## src/rtl/sdram_read_pkg.sv

```systemverilog
// Shared types and default widths for the SDRAM read streamer.
package sdram_read_pkg;
  localparam int SDRAM_ADDR_W = 25;
  localparam int SDRAM_DATA_W = 16;

  typedef enum logic [1:0] {IDLE, ISSUE, STREAM, WAIT_DONE} rd_state_e;
endpackage

```

## src/rtl/sdram_read_skid_fifo.sv

```systemverilog
// Two-entry output FIFO; head word is shown combinationally on dout.
module sdram_read_skid_fifo #(
  parameter int W = 17
) (
  input  logic         clk,
  input  logic         rst_n,
  input  logic         push,
  input  logic [W-1:0] din,
  input  logic         pop,
  output logic [W-1:0] dout,
  output logic         full,
  output logic         not_empty
);
  logic [1:0][W-1:0] mem;
  logic              wr_ptr, rd_ptr;
  logic [1:0]        cnt;

  always_ff @(posedge clk or negedge rst_n) begin
    if (!rst_n) begin
      mem    <= '0;
      wr_ptr <= 1'b0;
      rd_ptr <= 1'b0;
      cnt    <= 2'd0;
    end else begin
      if (push) begin
        mem[wr_ptr] <= din;
        wr_ptr      <= ~wr_ptr;
      end
      if (pop) rd_ptr <= ~rd_ptr;
      cnt <= cnt + {1'b0, push} - {1'b0, pop};
    end
  end

  assign dout      = mem[rd_ptr];
  assign full      = (cnt == 2'd2);
  assign not_empty = (cnt != 2'd0);
endmodule

```

## src/rtl/sdram_read_streamer.sv

```systemverilog
// Splits a byte region into bounded SDRAM read requests and streams the words out.
// Optional running checksum output: define SDRAM_READ_STREAMER_CKSUM_EN.
module sdram_read_streamer
  import sdram_read_pkg::*;
#(
  parameter int ADDR_W      = SDRAM_ADDR_W,
  parameter int DATA_W      = SDRAM_DATA_W,
  parameter int CHUNK_BYTES = 512
) (
  input  logic              clk_clk,
  input  logic              reset_reset_n,
  input  logic [ADDR_W-1:0] cfg_base,
  input  logic [ADDR_W-1:0] cfg_length,
  input  logic              cfg_loop,
  input  logic              start,
  input  logic              stop,
  output logic              busy,
  output logic              ctl_fixed_location,
  output logic [ADDR_W-1:0] ctl_read_base,
  output logic [ADDR_W-1:0] ctl_read_length,
  output logic              ctl_go,
  input  logic              ctl_done,
  output logic              usr_read_buffer,
  input  logic [DATA_W-1:0] usr_buffer_output_data,
  input  logic              usr_data_available,
  output logic [DATA_W-1:0] out_data,
  output logic              out_valid,
  input  logic              out_ready,
  output logic              out_last
`ifdef SDRAM_READ_STREAMER_CKSUM_EN
  ,
  output logic [15:0]       checksum
`endif
);
  localparam int WL_W = $clog2(CHUNK_BYTES / 2) + 1;
  localparam logic [ADDR_W-1:0] CHUNK = ADDR_W'(CHUNK_BYTES);

  rd_state_e         state, nxt_state;
  logic [ADDR_W-1:0] cur_addr, remaining, base_q, len_q, chunk_q;
  logic              loop_q, stop_pending;
  logic [WL_W-1:0]   words_left;
  logic [ADDR_W-1:0] adv_addr, adv_rem, ld_addr, ld_rem, ld_chunk;
  logic              fifo_full, fifo_ne, push_last, pop_out;

  assign adv_addr = cur_addr + chunk_q;
  assign adv_rem  = remaining - chunk_q;

  // Address/length the next ISSUE will use: fresh config, next chunk, or loop restart.
  always_comb begin
    ld_addr = adv_addr;
    ld_rem  = adv_rem;
    if (state == IDLE) begin
      ld_addr = cfg_base & ~ADDR_W'(1);
      ld_rem  = cfg_length;
    end else if (adv_rem == '0 && loop_q) begin
      ld_addr = base_q;
      ld_rem  = len_q;
    end
    ld_chunk = (ld_rem > CHUNK) ? CHUNK : ld_rem;
  end

  always_ff @(posedge clk_clk or negedge reset_reset_n) begin
    if (!reset_reset_n) state <= IDLE;
    else                state <= nxt_state;
  end

  always_comb begin
    nxt_state = state;
    case (state)
      IDLE:      if (start) nxt_state = ISSUE;
      ISSUE:     nxt_state = STREAM;
      STREAM:    if (usr_read_buffer && words_left == WL_W'(1)) nxt_state = WAIT_DONE;
      WAIT_DONE: if (ctl_done) begin
        if (stop_pending)        nxt_state = IDLE;
        else if (adv_rem != '0)  nxt_state = ISSUE;
        else if (loop_q)         nxt_state = ISSUE;
        else                     nxt_state = IDLE;
      end
      default:   nxt_state = IDLE;
    endcase
  end

  always_comb begin
    ctl_go          = (state == ISSUE);
    usr_read_buffer = (state == STREAM) && usr_data_available && !fifo_full &&
                      (words_left != '0);
  end

  always_ff @(posedge clk_clk or negedge reset_reset_n) begin
    if (!reset_reset_n) begin
      cur_addr        <= '0;
      remaining       <= '0;
      base_q          <= '0;
      len_q           <= '0;
      chunk_q         <= '0;
      loop_q          <= 1'b0;
      stop_pending    <= 1'b0;
      words_left      <= '0;
      ctl_read_base   <= '0;
      ctl_read_length <= '0;
    end else begin
      if (state == IDLE && start) begin
        base_q       <= cfg_base & ~ADDR_W'(1);
        len_q        <= cfg_length;
        loop_q       <= cfg_loop;
        stop_pending <= 1'b0;
      end else if (state != IDLE && stop) begin
        stop_pending <= 1'b1;
      end
      if (nxt_state == ISSUE && state != ISSUE) begin
        cur_addr        <= ld_addr;
        remaining       <= ld_rem;
        chunk_q         <= ld_chunk;
        ctl_read_base   <= ld_addr;
        ctl_read_length <= ld_chunk;
      end
      if (state == ISSUE)       words_left <= WL_W'(chunk_q >> 1);
      else if (usr_read_buffer) words_left <= words_left - WL_W'(1);
    end
  end

  // Final word of the region pass: last chunk of the pass, last word of that chunk.
  assign push_last = (remaining == chunk_q) && (words_left == WL_W'(1));
  assign pop_out   = out_valid && out_ready;

  sdram_read_skid_fifo #(.W(DATA_W + 1)) u_fifo (
    .clk       (clk_clk),
    .rst_n     (reset_reset_n),
    .push      (usr_read_buffer),
    .din       ({push_last, usr_buffer_output_data}),
    .pop       (pop_out),
    .dout      ({out_last, out_data}),
    .full      (fifo_full),
    .not_empty (fifo_ne)
  );

  assign out_valid          = fifo_ne;
  assign busy               = (state != IDLE) || fifo_ne;
  assign ctl_fixed_location = 1'b0;

`ifdef SDRAM_READ_STREAMER_CKSUM_EN
  always_ff @(posedge clk_clk or negedge reset_reset_n) begin
    if (!reset_reset_n)              checksum <= 16'h0;
    else if (state == IDLE && start) checksum <= 16'h0;
    else if (pop_out)                checksum <= checksum + out_data[15:0];
  end
`endif
endmodule

```

## config.mk

```make
export PLATFORM = sky130hd
export DESIGN_NAME = sdram_read_streamer
export DESIGN_NICKNAME = d
export VERILOG_FILES = /design/src/rtl/sdram_read_pkg.sv /design/src/rtl/sdram_read_skid_fifo.sv /design/src/rtl/sdram_read_streamer.sv
export SDC_FILE = /design/constraint.sdc
export NUM_CORES = 1
export LEC_CHECK = 0
export BUFFER_PORTS_ARGS = -buffer_cell sky130_fd_sc_hd__buf_2
export CAP_MARGIN = 20
export CELL_PAD_IN_SITES_DETAIL_PLACEMENT = 1
export CELL_PAD_IN_SITES_GLOBAL_PLACEMENT = 1
export CORE_MARGIN = 1
export CORE_UTILIZATION = 40
export CTS_CLUSTER_DIAMETER = 80
export DETAILED_ROUTE_END_ITERATION = 10
export HOLD_SLACK_MARGIN = 0.06
export PLACE_DENSITY_LB_ADDON = 0.1
export SETUP_SLACK_MARGIN = 0.15
export SKIP_LAST_GASP = 1
export SLEW_MARGIN = 20
export SYNTH_ARGS = -nofsm -noshare
export SYNTH_HDL_FRONTEND = slang
export SYNTH_SLANG_ARGS = --single-unit
export TNS_END_PERCENT = 5
```

## constraint.sdc

```tcl
create_clock -name clk_clk -period 5.8 [get_ports clk_clk]
set_input_delay 1.16 -clock clk_clk [delete_from_list [all_inputs] [get_ports clk_clk]]
set_output_delay 1.16 -clock clk_clk [all_outputs]
set_load 0.005 [all_outputs]
```

==> results.sh <==
export IMPL_place_hpwl_mm=26.7
export IMPL_dp_cells=1733
export IMPL_place_gp_congestion=0.899
export IMPL_wl_per_cell_um=20.6
export IMPL_synth_avg_cell_area_um2=8.86
export IMPL_hold_start="len_q[2]"
export IMPL_wl_mm=36.4
export IMPL_final_setup_tns_ps=0
export IMPL_synth_compound_area_share_pct=19.1
export IMPL_synth_async_sr_flop_share_pct=100
export IMPL_fin_crit_ps=5140
export IMPL_grt_pass1_wl_mm=57.4
export IMPL_port_buffer_count=143
export IMPL_ff2ff_setup_slack_ps=660
export IMPL_path_class="reg -> reg"
export IMPL_hold_viol=0
export IMPL_clock_latency_ps=450
export IMPL_dieArea_um2=28700
export IMPL_status="finished, final reports clean"
export IMPL_clock_skew_final_ps=14.3
export IMPL_dr_total_vias=9975
export IMPL_drcViolationCount=0
export IMPL_antenna_found_initial=0
export IMPL_die_w_um=170
export IMPL_ctsHtreeMaxLevel=4
export IMPL_fmax_mhz=194
export IMPL_core_area_um2=27300
export IMPL_root_buffer="clkbuf_16"
export IMPL_grt_setup_unrepaired="false"
export IMPL_irDropWorstVdd_uv=201
export IMPL_grt_max_degree=82
export IMPL_crit_path_max_fanout=17
export IMPL_clk_path_buf_depth=2
export IMPL_final_max_slew_viol_count=0
export IMPL_first_iter_violations=497
export IMPL_reg2reg_from="chunk_q[14]"
export IMPL_yosys_warnings=0
export IMPL_required_ps=6100
export IMPL_synthAdderAreaFrac_pct=6.15
export IMPL_viasPerCell=5.65
export IMPL_period_share_pct=88.7
export IMPL_nets=1508
export IMPL_slew_headroom_pct=37.2
export IMPL_fin_area_um2=12800
export IMPL_hold_depth=2
export IMPL_ys_ff_latch=175
export IMPL_endpoint_kind="flop"
export IMPL_cts_buffers=17
export IMPL_instances_no_fill=1765
export IMPL_drv_cap=0
export IMPL_die_h_um=170
export IMPL_grt_pass1_vias=10100
export IMPL_grtUsageTotal_pct=26.0
export IMPL_synth_xor_xnor_area_share_pct=2.73
export IMPL_row_count=60
export IMPL_place_area_um2=12200
export IMPL_path_clk_slew_ps=70
export IMPL_cts_resized=0
export IMPL_syn_inst=1267
export IMPL_r2r_cells=13
export IMPL_area_delta_synth_final_pct=14.2
export IMPL_first_pass_iters=5
export IMPL_setup_viol=0
export IMPL_grt_overflow_total=0
export IMPL_synth_nets=1395
export IMPL_timing_rr_end="chunk_q[2]"
export IMPL_min_path_type="reg -> reg"
export IMPL_post_cts_buffers=0
export IMPL_worstMarginPinSlew_ps=933
export IMPL_pre_cts_ws_ps=767
export IMPL_cts_tree="done"
export IMPL_synth_edf_count=0
export IMPL_total_power_uw=4910
export IMPL_ys_types=82
export IMPL_min_to="len_q[2]"
export IMPL_diodes=0
export IMPL_synth_area_um2=11200
export IMPL_leakagePower_uw=0.00624
export IMPL_start_util_pct=41.2
export IMPL_power_density_nw_per_um2=383
export IMPL_antenna_left=0
export IMPL_synth_mux_area_share_pct=8.33
export IMPL_synthSimpleGateAreaFrac_pct=20.0
export IMPL_cp_data_arrival_time_ps=5440
export IMPL_cts_sinks=175
export IMPL_drive_gt1_share_pct=20.7
export IMPL_synthFlopType="dfrtp_1"
export IMPL_startpoint_type="flop"
export IMPL_ios=146
export IMPL_ys_seq_area_share_pct=39.0
export IMPL_worst_slack_ps=657
export IMPL_synth_top_family_by_area="simple AND/OR/NAND/NOR gates"
export IMPL_ctsHoldBuffers=0
## layer usage
layer / track usage, % / part of all wire, %
met1: 35.5 / 47
met2: 43.7 / 48
met3: 3.33 / 3.1
met4: 6.27 / 1.6
met5: 0 / 0
## cell usage in the layout (no fill, tap or decap), types with 4 or more instances in the layout
cell       synthesis  final
a211o_1            4      4
a211oi_1          16     16
a21o_1            25     25
a21oi_1           84     84
a311oi_1           7      7
a31oi_1           19     19
and2_1            10      9
and3_1            10     10
and4_1             4      4
buf_2              8    142
buf_4              4     13
clkbuf_16          0     17
dfrtp_1          175    175
ha_1              52     52
inv_1             47     47
inv_6              0      5
mux2_2            55     55
mux2_4            17     17
mux2i_1            6      6
nand2_1          244    243
nand2b_1          11     11
nand3_1           27     27
nand4_1           10     10
nor2_1           118    116
nor3_1            21     21
nor4_1             7      7
o211a_1            5      5
o211ai_1          20     20
o21a_1            12     12
o21ai_0           51     51
o21ai_1            6      6
o22ai_1            5      5
o31ai_1            6      6
o32ai_1            6      6
or2_2              6      6
or3_1             10     10
xnor2_1           23     23
xor2_1            12     12
## layout make-up
class	instances	area, µm²
fill	3265	14400
timing repair buffer	158	862
sequential	175	4380
tap	372	465
multi-input combinational	981	6340
clock buffer	18	439
clock inverter	14	156
inverter	47	176
## critical path: stages (launching register included)
cell and delay [ps]:
dfrtp_1 410, inv_1 120, ha_1 550, nand4_1 300, nor4_1 840, a21o_1 240, a32oi_1 70, xor2_1 230
nor4_2 480, and4_1 420, nand2_1 570, or3_1 530, o211ai_1 130, o32ai_1 120
## metrics by stage
step | hold slack, ps | utilization [%]
after detailed placement | 460 | 44.8
after CTS | 478 | 47.0
after floorplan | 439 | -
after global routing | 502 | 47.0
after global placement | 456 | 44.8
final | 475 | 47.0
## logic make-up (layout without fill, tap and decap cells)
| logic type | Yosys count | count (layout) |
|---|---|---|
| AOI/OAI and AO/OA | 312 | 312 |
| xor gates and xnor gates | 35 | 35 |
| adders and majority gates | 54 | 54 |
| buffers and inverters | 111 | 237 |
| DFF | 175 | 175 |
| muxes | 78 | 78 |
| other | 1 | 1 |
| and+or+nand+nor | 501 | 501 |
## how the worst max path moves through the flow
stage,endpoint,start,cells past startpoint
finish,chunk_q[2],chunk_q[14],13
global route,remaining[2],chunk_q[15],13
CTS,chunk_q[2],chunk_q[14],13
detailed placement,chunk_q[2],chunk_q[14],13
global placement,chunk_q[2],chunk_q[14],13
floorplan,cur_addr[14],chunk_q[0],16
## where the power goes
| group | leakage [µW] | internal [µW] | switching (µW) |
|---|---|---|---|
| Combinational | 0.00373 | 825 | 1090 |
| Sequential | 0.00220 | 1540 | 241 |
| Clock | 0.000298 | 657 | 562 |
| Total | 0.00624 | 3020 | 1890 |
## sequential cells by signal (all words and copies together), names as in the netlist
signal and count:
remaining 25, u_fifo.wr_ptr 1, chunk_q 25, base_q 24, u_fifo.rd_ptr 1, cur_addr 25
state 2, loop_q 1, words_left 9, u_fifo.cnt 2, len_q 25, stop_pending 1
u_fifo.mem 34
## synth_stat cells, drive strengths merged (4+ instances only)
cell	n	area, µm²
and3	10	62.6
o32ai	6	52.6
a211oi	19	165
nand2b	11	68.8
clkbuf	39	146
a21o	26	203
or3	11	73.8
a31oi	19	119
nand2	244	916
o21a	12	90.1
xor2	12	105
nor3	22	121
o211ai	20	150
dfrtp	175	4380
nand3	27	135
o22ai	5	31.3
or2	8	50.1
a311oi	7	61.3
and2	10	62.6
mux2	72	875
buf	25	201
o211a	5	50.1
nor4	8	56.3
nor2	118	443
ha	52	651
xnor2	23	201
mux2i	6	60.1
a2111oi	5	87.6
nand4	11	75.1
o21ai	57	285
o31ai	6	45.0
a211o	4	35.0
inv	47	176
and4	4	35.0
a21oi	86	438
Power figures use the tool's default switching activity.
